`src/rtl/csum_pkg.sv`:
```
// Shared types and constants for the ones'-complement checksum checker.
// Holds the FSM state encoding, the default data width and the counter width.
package csum_pkg;

    typedef enum logic [1:0] {
        IDLE   = 2'd0,
        ACCUM  = 2'd1,
        RESULT = 2'd2
    } state_t;

    localparam int CSUM_WIDTH = 4;
    localparam int ERR_CNT_W  = 8;

endpackage

```
`src/rtl/oc_add.sv`:
```
// Combinational WIDTH-bit ones'-complement adder with end-around carry.
// Ports: a, b (operands), sum (folded result).
module oc_add
    import csum_pkg::*;
#(
    parameter int WIDTH = CSUM_WIDTH
) (
    input  logic [WIDTH-1:0] a,
    input  logic [WIDTH-1:0] b,
    output logic [WIDTH-1:0] sum
);

    logic [WIDTH:0] w_t;

    assign w_t = {1'b0, a} + {1'b0, b};

    // A single fold is enough: after folding, the add cannot carry again.
    assign sum = w_t[WIDTH-1:0] + {{(WIDTH-1){1'b0}}, w_t[WIDTH]};

endmodule

```
`src/rtl/oc_checksum_check.sv`:
```
// Receive-side ones'-complement checksum checker over valid/ready frames.
// Ports: clk, rst_n; in_valid/in_ready/in_data/in_last (word stream);
//        out_valid/out_ready/out_ok/out_sum (frame result);
//        err_cnt (failed-frame count, present only with CSUM_ERR_CNT_EN).
module oc_checksum_check
    import csum_pkg::*;
#(
    parameter int WIDTH = CSUM_WIDTH
) (
    input  logic                 clk,
    input  logic                 rst_n,
    input  logic                 in_valid,
    output logic                 in_ready,
    input  logic [WIDTH-1:0]     in_data,
    input  logic                 in_last,
    output logic                 out_valid,
    input  logic                 out_ready,
    output logic                 out_ok,
`ifdef CSUM_ERR_CNT_EN
    output logic [WIDTH-1:0]     out_sum,
    output logic [ERR_CNT_W-1:0] err_cnt
`else
    output logic [WIDTH-1:0]     out_sum
`endif
);

    state_t           r_state;
    state_t           w_state_nxt;
    logic [WIDTH-1:0] r_acc;
    logic [WIDTH-1:0] r_sum;
    logic             r_ok;
    logic [WIDTH-1:0] w_acc_nxt;
    logic             w_beat;
    logic             w_done;

    oc_add #(
        .WIDTH (WIDTH)
    ) u_add (
        .a   (r_acc),
        .b   (in_data),
        .sum (w_acc_nxt)
    );

    assign in_ready  = (r_state != RESULT);
    assign out_valid = (r_state == RESULT);
    assign out_sum   = r_sum;
    assign out_ok    = r_ok;
    assign w_beat    = in_valid & in_ready;
    assign w_done    = out_valid & out_ready;

    always_comb begin
        w_state_nxt = r_state;
        unique case (r_state)
            IDLE, ACCUM: begin
                if (w_beat) begin
                    w_state_nxt = in_last ? RESULT : ACCUM;
                end
            end
            RESULT: begin
                if (out_ready) begin
                    w_state_nxt = IDLE;
                end
            end
            default: w_state_nxt = IDLE;
        endcase
    end

    always_ff @(posedge clk or negedge rst_n) begin
        if (!rst_n) begin
            r_state <= IDLE;
        end else begin
            r_state <= w_state_nxt;
        end
    end

    always_ff @(posedge clk or negedge rst_n) begin
        if (!rst_n) begin
            r_acc <= '0;
            r_sum <= '0;
            r_ok  <= 1'b0;
        end else begin
            if (w_beat) begin
                r_acc <= w_acc_nxt;
                if (in_last) begin
                    r_sum <= w_acc_nxt;
                    r_ok  <= (w_acc_nxt == {WIDTH{1'b1}});
                end
            end
            if (w_done) begin
                r_acc <= '0;
            end
        end
    end

`ifdef CSUM_ERR_CNT_EN
    logic [ERR_CNT_W-1:0] r_err_cnt;

    always_ff @(posedge clk or negedge rst_n) begin
        if (!rst_n) begin
            r_err_cnt <= '0;
        end else if (w_done && !r_ok && (r_err_cnt != {ERR_CNT_W{1'b1}})) begin
            r_err_cnt <= r_err_cnt + 1'b1;
        end
    end

    assign err_cnt = r_err_cnt;
`endif

endmodule

```
`config.mk`:
```
export PLATFORM = sky130hd
export DESIGN_NAME = oc_checksum_check
export DESIGN_NICKNAME = d
export VERILOG_FILES = /design/src/rtl/csum_pkg.sv /design/src/rtl/oc_add.sv /design/src/rtl/oc_checksum_check.sv
export SDC_FILE = /design/constraint.sdc
export NUM_CORES = 1
export LEC_CHECK = 0
export ABC_CLOCK_PERIOD_IN_PS = 2150
export CAP_MARGIN = 0
export CORE_MARGIN = 3
export CORE_UTILIZATION = 43
export CTS_BUF_LIST = sky130_fd_sc_hd__clkbuf_16
export DETAILED_ROUTE_END_ITERATION = 8
export PLACE_DENSITY_LB_ADDON = 0.15
export SLEW_MARGIN = 20
export SYNTH_ARGS = -nofsm -noshare
export SYNTH_HDL_FRONTEND = slang
export SYNTH_HIERARCHICAL = 1
export SYNTH_SLANG_ARGS = --single-unit
```
`constraint.sdc`:
```
create_clock -name clk -period 2.15 [get_ports clk]
set_input_delay 0.43 -clock clk [delete_from_list [all_inputs] [get_ports clk]]
set_output_delay 0.43 -clock clk [all_outputs]
set_load 0.05 [all_outputs]
```
==> summary.md <==
| Metric | Value |
|---|---|
| Routed vias | 588 |
| Number of port buffers | 15 |
| Count of routing violations after the opening detailed-route iteration | 12 |
| Post-detailed-route via-to-cell ratio | 5.60 |
| Total power density per cell area | 1730 nW/um^2 |
| Maximum number of pins on one net before global-route repair | 12 |
| Total placed cells including tap cells | 98 |
| Number of buffers inserted by hold repair at cts | 0 |
| Width of the die | 46.2 um |
| Final number of setup-violating endpoints | 6 |
| Number of inserted diodes | 0 |
| Critical path's slowest cell | sky130_fd_sc_hd__dfrtp_1 |
| Register-to-Register Setup Slack | -290 ps |
| Result of the run | finished with violations |
| Clock input transition at the sequential cells of the worst setup and hold paths | 40 ps |
| Number of instances in the synthesized netlist | 57 |
| Worst flop-to-flop path startpoint | r_acc[0] |
| Portion of synthesized cell area occupied by the leading cell type | 39.6% |
| Most frequent standard cell in the layout excluding fill and tap cells | sky130_fd_sc_hd__buf_4 |
| Unrepaired setup endpoints after global routing | yes |
| Synthesized cell area | 696 sq um |
| Crit path time final | 2440 ps |
| Max Fclk | 409 MHz |
| Worst hold path type | reg -> reg |
| Max-cap violations | 0 |
| Number of cells on the worst hold path | 1 |
| Residual DRC | 0 |
| Layout cells sized above 1 | 45.6% |
| # fillers | 95 |
| Number of buffers added by the clock tree synthesis step | 3 |
| Via count of the first global-routing pass | 610 |
| Worst Hold Launch | r_state[1] |
| Core Box Area | 1400 sq um |
| Worst path cell trace | ha_4 -> inv_2 -> fa_2 -> nor2b_4 -> o21ai_1 -> nand2b_1 -> ha_2 -> nor3b_4 -> a22o_1 -> o32ai_2 -> buf_4 -> mux2_4 |
| Max-Slew Margin vs Limit | 66.1% |
| Overall fraction of global-route tracks in use | 20.2% |
| Layout Nets | 107 |
| Max Clock Skew | 2.21 ps |
| Die height | 46.2 um |
| Family of cells with the greatest summed delay on the critical path | adder cells |
| Routed Antenna Nets | 0 |
| Avg Cell Area, Syn | 12.2 sq um |
| Worst path max stage delay | 380 ps |
| Area growth syn-to-layout | 61.5% |
| Commonest cells after routing, fill and taps aside | sky130_fd_sc_hd__buf_4, sky130_fd_sc_hd__dfrtp_1, sky130_fd_sc_hd__clkdlybuf4s50_1, sky130_fd_sc_hd__mux2_4, sky130_fd_sc_hd__a32o_1 |
| Switching power summed over all nets | 0.778 mW |
| Rows | 13 |
| Slew at the pin closest to its max-slew limit | 508 ps |
| Sequential cell fraction of total power | 18.5% |
| Final Slew Violations | 0 |
| Non-filler cells in the finished layout | 105 |
| First-pass GRT wire length | 2930 um |
| Leakage | 0.516 nW |
| TritonCTS clock tree | built |
| Cell depth of the worst flop-to-flop path | 12 |
| Warnings from Yosys | 6 |
| Endpoint of the worst register-to-register path | out_sum[3] |
| Routed Wire Length | 1830 um |
| Setup CP Type | reg -> reg |
| Failing checks | setup timing |
| Largest buffer count on any clock path | 2 |
| Worst setup path startpoint | r_acc[0] |
| Worst vdd rail ir drop | 0.00137 V |
| # IOs | 16 |
| Detailed placer's ending HPWL | 1240 um |
| Total count of hold-check failures in the final report | 0 |
| Post-layout power | 1.94 mW |
| Wire length per cell after detailed routing | 17.4 um |
| Required time at the endpoint of the critical path | 2270 ps |
| Nets in the synthesized netlist | 73 |
| Flip-flop and latch count after synthesis | 11 |
| Distinct cells, synth | 30 |
| Insertion delay of the later-clocked pin in the worst-skew pair | 240 ps |
| Number of clock sinks | 11 |
| Overflow left after global routing | 0 |
| Met3 wire length | 102 um |
| Detailed Routing Iterations Pass 1 | 4 |
| Endpoint kind of the worst setup timing path | flip-flop |
| Number of antenna violations at the first check in global routing | 0 |
| Count of flip-flops with a built-in enable after synthesis | 0 |
| Largest cells by area after synthesis | sky130_fd_sc_hd__dfrtp_1, sky130_fd_sc_hd__ha_1, sky130_fd_sc_hd__mux2_4, sky130_fd_sc_hd__a32o_1, sky130_fd_sc_hd__fa_1 |
| Initial Util | 49.7% |
| Fin worst setup slack | -292 ps |
| Cell-internal power | 1.17 mW |
| Critical Path Start Type | flip-flop |
| WHS Endpoint | r_state[0] |
| Root buffer cell | sky130_fd_sc_hd__clkbuf_16 |
| Highest metal layer with signal wires | met3 |
| Part of the power in the clock network | 17.0% |
| Worst slack, placed | -870 ps |
| Share of flip-flops with an asynchronous set or reset after synthesis | 100% |
| Count of buffering cells on the critical path with inverters included | 2 |
| Combinational share of power | 64.5% |
| Switching share of power | 40.0% |
| Routed wl met2 | 930 um |
| Crit share post-route | 114% |
| Met1 layer wirelength in the final routing | 796 um |
| Depth of the CTS H-tree | 1 |
| Signal arrival time at the worst endpoint | 2560 ps |
| GPL Wtd Cong | 0.748 |
| Die outline area | 2140 sq um |
| Sequential share of the synthesized area | 39.6% |
| Library cell occupying the most area in the post-synthesis netlist | sky130_fd_sc_hd__dfrtp_1 |
| Top_reg_cell synth | sky130_fd_sc_hd__dfrtp_1 |
| Highest fanout seen on the critical path | 3 |
final cells by class:
| cell class | count | area (sq um) | share of cell area [%] |
|---|---|---|---|
| Multi-Input combinational cell | 40 | 473 | 42.1 |
| Clock inverter | 1 | 3.75 | 0.334 |
| Tap cell | 15 | 18.8 | 1.67 |
| Timing Repair Buffer | 30 | 256 | 22.8 |
| Clock buffer | 3 | 75.1 | 6.68 |
| Inverter | 5 | 21.3 | 1.89 |
| Sequential cell | 11 | 275 | 24.5 |
cells in the mapped netlist, types with 2 or more instances:
cell	number
sky130_fd_sc_hd__inv_1	4
sky130_fd_sc_hd__mux2_4	4
sky130_fd_sc_hd__dfrtp_1	11
sky130_fd_sc_hd__nand3_1	2
sky130_fd_sc_hd__nor2_1	2
sky130_fd_sc_hd__ha_1	6
sky130_fd_sc_hd__nor2b_1	2
sky130_fd_sc_hd__a32o_1	4
metrics by stage:
step	util, %	hold slack (ps)	area [sq um]	setup TNS (ps)
6_report	80.3	481	1120	-939
5_1_grt	80.3	506	1120	-1480
4_1_cts	79.3	475	1110	-557
3_5_place_dp	69.3	470	970	-5290
3_3_place_gp	69.3	457	970	-4640
2_1_floorplan	-	134	721	-31.7
routing by layer:
metal	vias up	track usage (%)
met3	0	7.03
met5	-	0
met4	0	3.41
met1	285	25.0
li1	281	-
met2	22	34.1
state kept, by name (all words and copies together) (netlist names):
name and flops:
out_ok 1, out_sum 4, r_state 2, r_acc 4
how the worst max path moves through the flow:
stage | cells after the start | slack (ps) | to
finish | 12 | -290 | out_sum[3]
CTS | 12 | -210 | out_sum[3]
floorplan | 12 | -30 | out_ok
global route | 12 | -350 | out_sum[3]
global placement | 13 | -710 | out_sum[3]
detailed placement | 13 | -870 | out_sum[3]
cells by family after synthesis:
group           Yosys count  share of synthesized area, %
buf+inv                   6                          3.78
simple gates             11                          11.7
fa+ha+maj                 7                          13.7
flops                    11                          39.6
xor+xnor                  2                          2.52
mux                       5                          10.1
compound gates           15                          18.7
power groups by stage:
| stage | Combinational, mW | Sequential (mW) | Clock (mW) |
|---|---|---|---|
| after floorplan | 0.516 | 0.511 | 0 |
| after global placement | 1.03 | 0.357 | 0 |
| after detailed placement | 1.06 | 0.359 | 0 |
| after CTS | 1.21 | 0.358 | 0.338 |
| after global routing | 1.32 | 0.369 | 0.349 |
| final | 1.25 | 0.359 | 0.331 |
repair_timing:
action                     CTS  global route
setup endpoints to repair    9             6
pin swaps                   13             3
buffers inserted             3             1
resized for setup           14             1
Power figures use the tool's default switching activity.
